--- src/rtl/ps2_scancode_receiver.sv ---
// PS/2 device-to-host receiver: synchronises and filters the pins, deframes scan codes and tracks the held key.
// Define PS2_PARITY_CHECK_EN to reject frames whose odd parity does not hold.
module ps2_scancode_receiver #(
  parameter int FILTER_LEN     = 8,
  parameter int TIMEOUT_CYCLES = 50000
) (
  input  logic       clk,
  input  logic       reset,
  input  logic       ps2_clk,
  input  logic       ps2_data,
  output logic [7:0] byte_out,
  output logic       byte_valid,
  output logic [7:0] key_code,
  output logic       frame_error
);

  localparam int FW = $clog2(FILTER_LEN) + 1;
  localparam int TW = $clog2(TIMEOUT_CYCLES) + 1;

  typedef enum logic [1:0] {IDLE, DATA, PARITY, STOP} state_t;

  state_t        state, state_n;
  logic          clk_s1, clk_s2, data_s1, data_s2;
  logic          filt_clk, filt_prev;
  logic [FW-1:0] filt_cnt;
  logic [TW-1:0] to_cnt;
  logic [2:0]    bit_cnt, bit_cnt_n;
  logic [7:0]    shift, shift_n;
  logic          parity_bit, parity_n;
  logic          break_pending;
  logic          fe, timeout_hit, parity_ok, accept, err;

  always_ff @(posedge clk) begin
    if (reset) begin
      clk_s1    <= 1'b1;
      clk_s2    <= 1'b1;
      data_s1   <= 1'b1;
      data_s2   <= 1'b1;
      filt_clk  <= 1'b1;
      filt_prev <= 1'b1;
      filt_cnt  <= '0;
    end else begin
      clk_s1    <= ps2_clk;
      clk_s2    <= clk_s1;
      data_s1   <= ps2_data;
      data_s2   <= data_s1;
      filt_prev <= filt_clk;
      // A new level must persist FILTER_LEN samples before the filtered clock follows it
      if (clk_s2 != filt_clk) begin
        if (filt_cnt == FW'(FILTER_LEN - 1)) begin
          filt_clk <= clk_s2;
          filt_cnt <= '0;
        end else begin
          filt_cnt <= filt_cnt + 1'b1;
        end
      end else begin
        filt_cnt <= '0;
      end
    end
  end

  assign fe          = filt_prev & ~filt_clk;
  assign timeout_hit = (state != IDLE) && (to_cnt == TW'(TIMEOUT_CYCLES - 1));

`ifdef PS2_PARITY_CHECK_EN
  assign parity_ok = ^{shift, parity_bit};
`else
  assign parity_ok = 1'b1;
`endif

  always_comb begin
    state_n   = state;
    bit_cnt_n = bit_cnt;
    shift_n   = shift;
    parity_n  = parity_bit;
    accept    = 1'b0;
    err       = 1'b0;
    // Abort takes priority over any edge arriving in the same cycle
    if (timeout_hit) begin
      state_n   = IDLE;
      bit_cnt_n = '0;
      shift_n   = '0;
      err       = 1'b1;
    end else if (fe) begin
      case (state)
        IDLE: begin
          if (!data_s2) begin
            state_n   = DATA;
            bit_cnt_n = '0;
            shift_n   = '0;
          end else begin
            err = 1'b1;
          end
        end
        DATA: begin
          shift_n[bit_cnt] = data_s2;
          bit_cnt_n        = bit_cnt + 3'd1;
          if (bit_cnt == 3'd7) state_n = PARITY;
        end
        PARITY: begin
          parity_n = data_s2;
          state_n  = STOP;
        end
        STOP: begin
          state_n = IDLE;
          if (data_s2 && parity_ok) accept = 1'b1;
          else                      err    = 1'b1;
        end
        default: state_n = IDLE;
      endcase
    end
  end

  always_ff @(posedge clk) begin
    if (reset) begin
      state      <= IDLE;
      bit_cnt    <= '0;
      shift      <= '0;
      parity_bit <= 1'b0;
      to_cnt     <= '0;
    end else begin
      state      <= state_n;
      bit_cnt    <= bit_cnt_n;
      shift      <= shift_n;
      parity_bit <= parity_n;
      if (timeout_hit || fe || state == IDLE) to_cnt <= '0;
      else                                    to_cnt <= to_cnt + 1'b1;
    end
  end

  // Held-key tracking: F0 arms a break, the next byte releases the key only if it matches
  always_ff @(posedge clk) begin
    if (reset) begin
      byte_out      <= 8'h00;
      byte_valid    <= 1'b0;
      key_code      <= 8'h00;
      break_pending <= 1'b0;
      frame_error   <= 1'b0;
    end else begin
      byte_valid  <= accept;
      frame_error <= err;
      if (accept) begin
        byte_out <= shift;
        if (shift == 8'hF0) begin
          break_pending <= 1'b1;
        end else if (shift == 8'hE0) begin
          break_pending <= break_pending;
        end else if (break_pending) begin
          if (shift == key_code) key_code <= 8'h00;
          break_pending <= 1'b0;
        end else begin
          key_code <= shift;
        end
      end
    end
  end

endmodule

--- config.mk ---
export PLATFORM = sky130hd
export DESIGN_NAME = ps2_scancode_receiver
export DESIGN_NICKNAME = d
export VERILOG_FILES = /design/src/rtl/ps2_scancode_receiver.sv
export SDC_FILE = /design/constraint.sdc
export NUM_CORES = 1
export LEC_CHECK = 0
export ABC_AREA = 0
export BUFFER_PORTS_ARGS = -buffer_cell sky130_fd_sc_hd__clkbuf_2
export CAP_MARGIN = 20
export CELL_PAD_IN_SITES_DETAIL_PLACEMENT = 1
export CELL_PAD_IN_SITES_GLOBAL_PLACEMENT = 1
export CORE_MARGIN = 2
export CORE_UTILIZATION = 49
export CTS_CLUSTER_SIZE = 25
export DETAILED_ROUTE_END_ITERATION = 12
export GPL_TIMING_DRIVEN = 0
export PLACE_DENSITY = 0.85
export REMOVE_ABC_BUFFERS = 1
export SLEW_MARGIN = 20
export SYNTH_ARGS = -nofsm -noshare
export SYNTH_HDL_FRONTEND = slang
export SYNTH_SLANG_ARGS = --single-unit
--- constraint.sdc ---
create_clock -name clk -period 4 [get_ports clk]
set_input_delay 0.8 -clock clk [delete_from_list [all_inputs] [get_ports clk]]
set_output_delay 0.8 -clock clk [all_outputs]
set_load 0.1 [all_outputs]
==> impl_results.md, run 1 <==
- Sequential area share after synthesis: 43.9%
- R2r endpoint: key_code[0]$_SDFFE_PP0P_
- Ys async rst share: 0%
- Grt peak-use layer: met2
- Drt pass-1 iters: 4
- Max-slew violations: 0
- H-tree Lvls: 3
- # diodes: 0
- Area Overhead vs Synth: 10.6%
- Internal power: 0.852 mW
- LEAKAGE: 1.23 nW
- Post-synth EDFFs: 0
- Worst slew margin: 45.9%
- Peak fanout along the critical path: 11
- # clock sinks: 59
- Reg clk slew, reported paths: 0.06 ns
- Crit path from: state[0]$_SDFFE_PP0P_
- Final cycle utilization of the critical path: 69.9%
- Main synth FF type: dfxtp_1
- Die ar.: 6100 µm²
- Met1 Usage GRT: 24.6%
- Distinct cell type count after synthesis: 42
- Die extent in x: 78.1 µm
- Max-Cap Viols: 0
- CTS max path bufs: 2
- Dominant cell type by area after synthesis: dfxtp_1
- Arrival time at the worst endpoint: 3.05 ns
- Final nets: 324
- Gate power share: 1.3%
- Die Ht: 78.1 µm
- Num ports: 22
- HPWL Detailed: 4.04 mm
- Via count: 2076
- Synth Warn #: 0
- Syn Area/Cell: 9.22 µm²
- Met3 GRT Util: 5.29%
- Routed len/inst: 15.3 µm
- Share of cells above drive strength 1: 14.9%
- Power, Total: 1.08 mW
- Worst Hold End: data_s2$_SDFF_PP1_
- FMAX: 358 MHz
- GPL Wtd Cong: 0.740
- R2R Setup Slk: 1.21 ns
- Root buffer cell: clkbuf_8
- CTS Hold Bufs: 0
- Number of global-route vias before repair: 2206
- Switch share: 21.3%
- Initial DRC count: 79
- Critical Path Source Type: flop
- Setup WS post-layout: 1.21 ns
- Actual slew at the worst max-slew pin: 0.811 ns
- Area of the mapped netlist: 2690 µm²
- Post-place setup slack: 1.28 ns
- Postcts setup bufs: 0
- Gate Count Post-Synth: 292
- GRT Overall Usage: 21.7%
- CTS tree: done
- Switching power of the nets: 0.231 mW
- Clk Latency, worst-skew pair: 0.34 ns
- Initial Util: 51.7%
- HP Class: reg -> reg
- HP Start: data_s1$_SDFF_PP1_
- Worst r2r src: state[0]$_SDFFE_PP0P_
- Drt total wl: 5.91 mm
- RSZ-0062 raised after global routing: false
- Sequential power share: 54.6%
- CTS buffer count: 9
- Final Hold Fails: 0
- DRC errors left: 0
- Buffers on Ports: 21
- Core area: 5200 µm²
- Power Density: 364 nW/µm²
- Cts repair resizes: 0
- Worst clock skew: 0.00879 ns
- Worst Reg-to-Reg Cells: 7
- Clock Power Share: 44.1%
- Minimum clock period: 2.79 ns
- First-pass GRT wire length: 10.3 mm
- Worst VDD drop: 0.212 mV
- Final setup violation count: 0
- Main area contributors after synthesis: dfxtp_1 44%, nor2_1 6.8%, mux2i_1 6.3%
- Hold path depth: 1
- Vias per cell: 5.38
- Worst Path Required: 4.25 ns
- Synthesized flop and latch total: 59
- Area share of the largest cell type after synthesis: 43.9%
- Initial antenna violation count: 0
- Crit Path Class: reg -> reg
- Crit end category: flop
- Setup total negative slack: 0 ns
- Placement Rows: 26
- Outcome: finished, final reports clean
- Gr ovfl total: 0
- Routed Antenna Nets: 0
- Largest net degree at the start of global routing: 28
- Met2 usage: 38.9%
## logic make-up (layout without fill, tap and decap cells)
group | after synthesis | after routing | share of synthesized area [%]
mux | 17 | 17 | 6.32
simple gates | 128 | 128 | 24.2
flops | 59 | 59 | 43.9
fa+ha+maj | 9 | 9 | 4.18
buf+inv | 21 | 45 | 4.14
xor+xnor | 26 | 26 | 8.46
compound gates | 32 | 32 | 8.79
## cell usage after synthesis (4+ instances only)
| master | instances |
|---|---|
| ha_1 | 9 |
| xnor2_1 | 13 |
| a2bb2oi_1 | 4 |
| nand3_1 | 9 |
| nor3_1 | 4 |
| clkbuf_1 | 6 |
| nand4_1 | 6 |
| o21ai_0 | 8 |
| inv_1 | 8 |
| nand2b_1 | 11 |
| dfxtp_1 | 59 |
| nor4_1 | 4 |
| or2_2 | 5 |
| mux2i_1 | 17 |
| nor2_1 | 49 |
| a21oi_1 | 5 |
| nand2_1 | 21 |
| xor2_1 | 13 |
## stage by stage
stage / utilization [%] / std cells / hold slack (ns) / area, µm²
floorplan: - / 279 / 0.389 / 2610
global placement: 53.8 / 370 / 0.393 / 2800
detailed placement: 53.8 / 370 / 0.396 / 2800
CTS: 57.2 / 386 / 0.413 / 2980
global route: 57.2 / 386 / 0.430 / 2980
finish: 57.2 / 386 / 0.413 / 2980
## layout by cell type (no fill, tap or decap), types with 3 or more instances in the layout
master	netlist	final
nand4_1	6	6
xnor2_1	13	13
a2bb2oi_1	4	4
nor2b_1	3	3
and3_1	3	3
nor3_1	4	4
clkbuf_8	0	11
dfxtp_1	59	59
nand2_1	21	21
nand2b_1	11	11
mux2i_1	17	17
nand3_1	9	9
nor2_1	49	49
or2_2	5	5
ha_1	9	9
clkbuf_1	6	3
o21ai_0	8	8
or3_1	3	3
a21boi_0	3	3
clkbuf_2	0	21
inv_1	8	8
xor2_1	13	13
a21oi_1	5	5
nor4_1	4	4
## critical path, cell delays in order, from the launching register on
cell and delay [ns]:
dfxtp_1 0.37, inv_1 0.11, ha_1 0.27, nor4_1 0.32, nand3_2 0.19, o21bai_2 0.68, a211o_1 0.49, mux2i_1 0.28
## sequential cells by signal, indices dropped and copies added (netlist names), 2 cells and up
register,flops
state,2
filt_cnt,4
to_cnt,17
shift,8
bit_cnt,3
byte_out,8
key_code,8
## power by group through the flow
stage / registers (mW) / clock network [mW] / logic, mW
finish: 0.591 / 0.478 / 0.0142
global route: 0.591 / 0.522 / 0.0158
CTS: 0.591 / 0.487 / 0.0144
detailed placement: 0.605 / 0 / 0.0143
global placement: 0.604 / 0 / 0.0142
floorplan: 0.604 / 0 / 0.00756
## per-layer routing
layer | vias up | routed length, µm
met4 | 0 | 153
li1 | 1022 | -
met2 | 24 | 3030
met1 | 1019 | 2600
met5 | - | 0
met3 | 11 | 125
## worst max-delay path by stage
stage	endpoint	slack, ns
finish	key_code[0]$_SDFFE_PP0P_	1.21
detailed placement	key_code[0]$_SDFFE_PP0P_	1.28
global placement	key_code[5]$_SDFFE_PP0P_	1.34
global route	key_code[0]$_SDFFE_PP0P_	1.0
CTS	key_code[0]$_SDFFE_PP0P_	1.23
floorplan	key_code[0]$_SDFFE_PP0P_	1.81
## final cells by class
class	count	area, µm²
Fill cell	617	2230
Multi-Input combinational cell	212	1400
Sequential cell	59	1180
Clock buffer	14	163
Timing Repair Buffer	21	105
Tap cell	70	87.6
Inverter	8	30.0
Clock inverter	2	10.0
Power figures use the tool's default switching activity.
==> inputs of run 2 (changes only) <==
Settings changed: ABC_AREA 0 to 1, CORE_UTILIZATION 49 to 40, PLACE_DENSITY 0.85 to 0.76.
Clock period 4 ns to 2.4 ns, I/O delays scaled along.
==> run 2 against run 1 <==
Compared with the run above:
- via count rose by 15%
- area after synthesis rose by 6.1%
- register-to-register slack got worse by 0.93 ns
- total power rose by 73%
- critical path type unchanged
- highest routed layer unchanged
==> impl_results.md, run 2 <==
- Setup total negative slack: 0 ns (unchanged)
- Via count: 2390 (+15%)
- Top post-synthesis cells by count: 67 x nand2_1, 59 x dfxtp_1, 47 x nor2_1
- Clk Latency, worst-skew pair: 0.34 ns (about the same)
- Ys async rst share: 0% (unchanged)
- Post-synth EDFFs: 0 (unchanged)
- Vias per cell: 4.85 (-9.9%)
- Initial DRC count: 50 (-37%)
- Postcts setup bufs: 0 (unchanged)
- Max-slew violations: 0 (unchanged)
- CTS tree: done
- Distinct cell type count after synthesis: 37 (-12%)
- Crit end category: flop
- Final instance area: 3200 µm² (+7.4%)
- Peak fanout along the critical path: 23 (+12)
- Area Overhead vs Synth: 12.0%
- Reg with most FFs: to_cnt
- FMAX: 470 MHz (+31%)
- Synth Warn #: 0 (unchanged)
- Buffers on Ports: 21 (unchanged)
- Area after DPL: 3020 µm² (+7.6%)
- Initial Util: 41.6% (-10 points)
- Most frequent cells in the layout: 67 x nand2_1, 59 x dfxtp_1, 47 x nor2_1
- Crit Path Class: reg -> reg
- Commonest non-fill, non-tap cell in the layout: nand2_1
- # diodes: 0 (unchanged)
- DRC errors left: 0 (unchanged)
- First-pass GRT wire length: 10.7 mm (+3.9%)
- Num ports: 22 (unchanged)
- Worst path top cell family by delay: simple AND/OR/NAND/NOR gates
- CTS Hold Bufs: 0 (unchanged)
- CTS buffer count: 9 (unchanged)
- Met2 usage: 32.1% (-6.8 points)
- Final nets: 407 (+26%)
- CTS max path bufs: 2 (unchanged)
- Worst path cell trace: inv_1 -> ha_1 -> nor2_1 -> nand3_2 -> nor2_2 -> a21oi_4 -> nand3_4 -> nor2_1 -> nor2_2
- Reg clk slew, reported paths: 0.06 ns (about the same)
- Fillers: 886 (+44%)
- Die Ht: 88.5 µm (+13%)
- Actual slew at the worst max-slew pin: 0.612 ns (-0.199 ns)
- Power, Total: 1.87 mW (+73%)
- R2r endpoint: key_code[5]$_SDFFE_PP0P_
- Gr ovfl total: 0 (unchanged)
- Final cycle utilization of the critical path: 88.6% (+19 points)
- Power Density: 586 nW/µm² (+61%)
- Dominant cell type by area after synthesis: dfxtp_1
- Number of global-route vias before repair: 2493 (+13%)
- Worst setup endpoint: key_code[5]$_SDFFE_PP0P_
- Worst clock skew: 0.0123 ns (+0.00355 ns)
- Critical Path Source Type: flop
- Worst Path Required: 2.63 ns (-1.62 ns)
- Arrival time at the worst endpoint: 2.36 ns (-0.69 ns)
- H-tree Lvls: 3 (unchanged)
- Met1 Usage GRT: 20.4% (-4.3 points)
- Routed Antenna Nets: 0 (unchanged)
- Placement Rows: 30 (+15%)
- Max-Cap Viols: 0 (unchanged)
- HPWL Detailed: 4.57 mm (+13%)
- GPL Wtd Cong: 0.786 (+6.2%)
- Gate Count Post-Synth: 372 (+27%)
- Routed len/inst: 12.8 µm (-16%)
- # clock sinks: 59 (unchanged)
- Die extent in x: 88.5 µm (+13%)
- Worst Reg-to-Reg Cells: 9 (+2)
- Crit path from: state[0]$_SDFFE_PP0P_
- Final Hold Fails: 0 (unchanged)
- Area of the mapped netlist: 2860 µm² (+6.1%)
- Main synth FF type: dfxtp_1
- Crit-path slowest cell: a21oi_4
- Share of cells above drive strength 1: 19.6% (+4.8 points)
- Met3 GRT Util: 3.17% (-2.1 points)
- Max incr delay on CP: 0.50 ns (-0.18 ns)
- Largest net degree at the start of global routing: 24 (-14%)
- RSZ-0062 raised after global routing: false
- Instance count on the critical path: 9 (+2)
- Core area: 6870 µm² (+32%)
- Drt total wl: 6.30 mm (+6.7%)
- Worst r2r src: state[0]$_SDFFE_PP0P_
- HP Start: ps2_data
- GRT Overall Usage: 17.8% (-4.0 points)
- Grt peak-use layer: met2
- Most common cell in the synthesized netlist: nand2_1
- Root buffer cell: clkbuf_8
- Buf/Inv on CP: 1 (unchanged)
- Largest register FFs: 17 (unchanged)
- Worst slew margin: 59.2% (+13 points)
- Sequential area share after synthesis: 41.4% (-2.5 points)
- Minimum clock period: 2.13 ns (-0.667 ns)
- Outcome: finished, final reports clean
- Final setup violation count: 0 (unchanged)
- Initial antenna violation count: 0 (unchanged)
- Die ar.: 7830 µm² (+28%)
- Synthesized flop and latch total: 59 (unchanged)
- Drt pass-1 iters: 4 (unchanged)
- Cts repair resizes: 0 (unchanged)
- Syn Area/Cell: 7.68 µm² (-17%)
- HP Class: in -> reg
- Worst VDD drop: 0.304 mV (+43%)
- R2R Setup Slk: 0.27 ns (-0.93 ns)
- Main area contributors after synthesis: dfxtp_1 41%, nand2_1 8.8%, nor2_1 6.2%
- Area share of the largest cell type after synthesis: 41.4% (-2.5 points)
- LEAKAGE: 1.29 nW (+4.9%)
-- run 2: cell types whose count changed in the layout (fill, tap and decap cells not counted), sizes merged, moves of 6 or more --
cell and delta:
nand2 +55, mux2i -17, xor2 -6, inv +42
a21oi +21, nor3 +9, nand2b -11, o21ai +8
nor2 +8
-- run 2: how the worst min path moves through the flow --
stage	to	depth (start not counted)	slack [ns]
CTS	data_s1$_SDFF_PP1_	2	0.32
floorplan	clk_s2$_SDFF_PP1_	1	0.39
global route	data_s1$_SDFF_PP1_	2	0.32
finish	data_s1$_SDFF_PP1_	2	0.33
detailed placement	clk_s2$_SDFF_PP1_	1	0.40
global placement	clk_s2$_SDFF_PP1_	1	0.40
-- run 2: logic make-up after synthesis --
family                     share of synthesized area, %
buffers and inverters                              8.85
AOI/OAI and AO/OA                                  10.2
adders and majority gates                          3.94
DFF                                                41.4
xor gates and xnor gates                           4.91
and+or+nand+nor                                    30.8
-- run 2: power by group --
part | switching (mW) | internal (mW) | total (mW)
clock | 0.376 | 0.493 | 0.869
sequential | 0.00218 | 0.983 | 0.985
combinational | 0.0147 | 0.00604 | 0.0208
-- run 2: area by class of cell --
class / instances / area (µm²) / share of cell area (%)
Sequential cell: 59 / 1180 / 36.9
Clock buffer: 11 / 141 / 4.42
Clock inverter: 3 / 40.0 / 1.25
Timing Repair Buffer: 21 / 105 / 3.29
Inverter: 50 / 188 / 5.87
Tap cell: 96 / 120 / 3.76
Multi-Input combinational cell: 253 / 1420 / 44.5
-- run 2: metrics by stage --
step                cells  util (%)  hold WS, ns  setup slack [ns]
CTS                   493      46.5        0.318             0.174
global placement      479      43.9        0.403             0.317
finish                493      46.5        0.327             0.273
detailed placement    479      43.9        0.402             0.233
global route          493      46.5        0.323            0.0582
floorplan             362         -        0.389             0.479
-- run 2: routing by layer --
metal	share of wire, %	routed length, µm	vias to the layer above
li1	-	-	1225
met1	45	2860	1126
met2	50	3170	28
met3	2.3	145	11
met4	2.0	125	0
met5	0	0	-
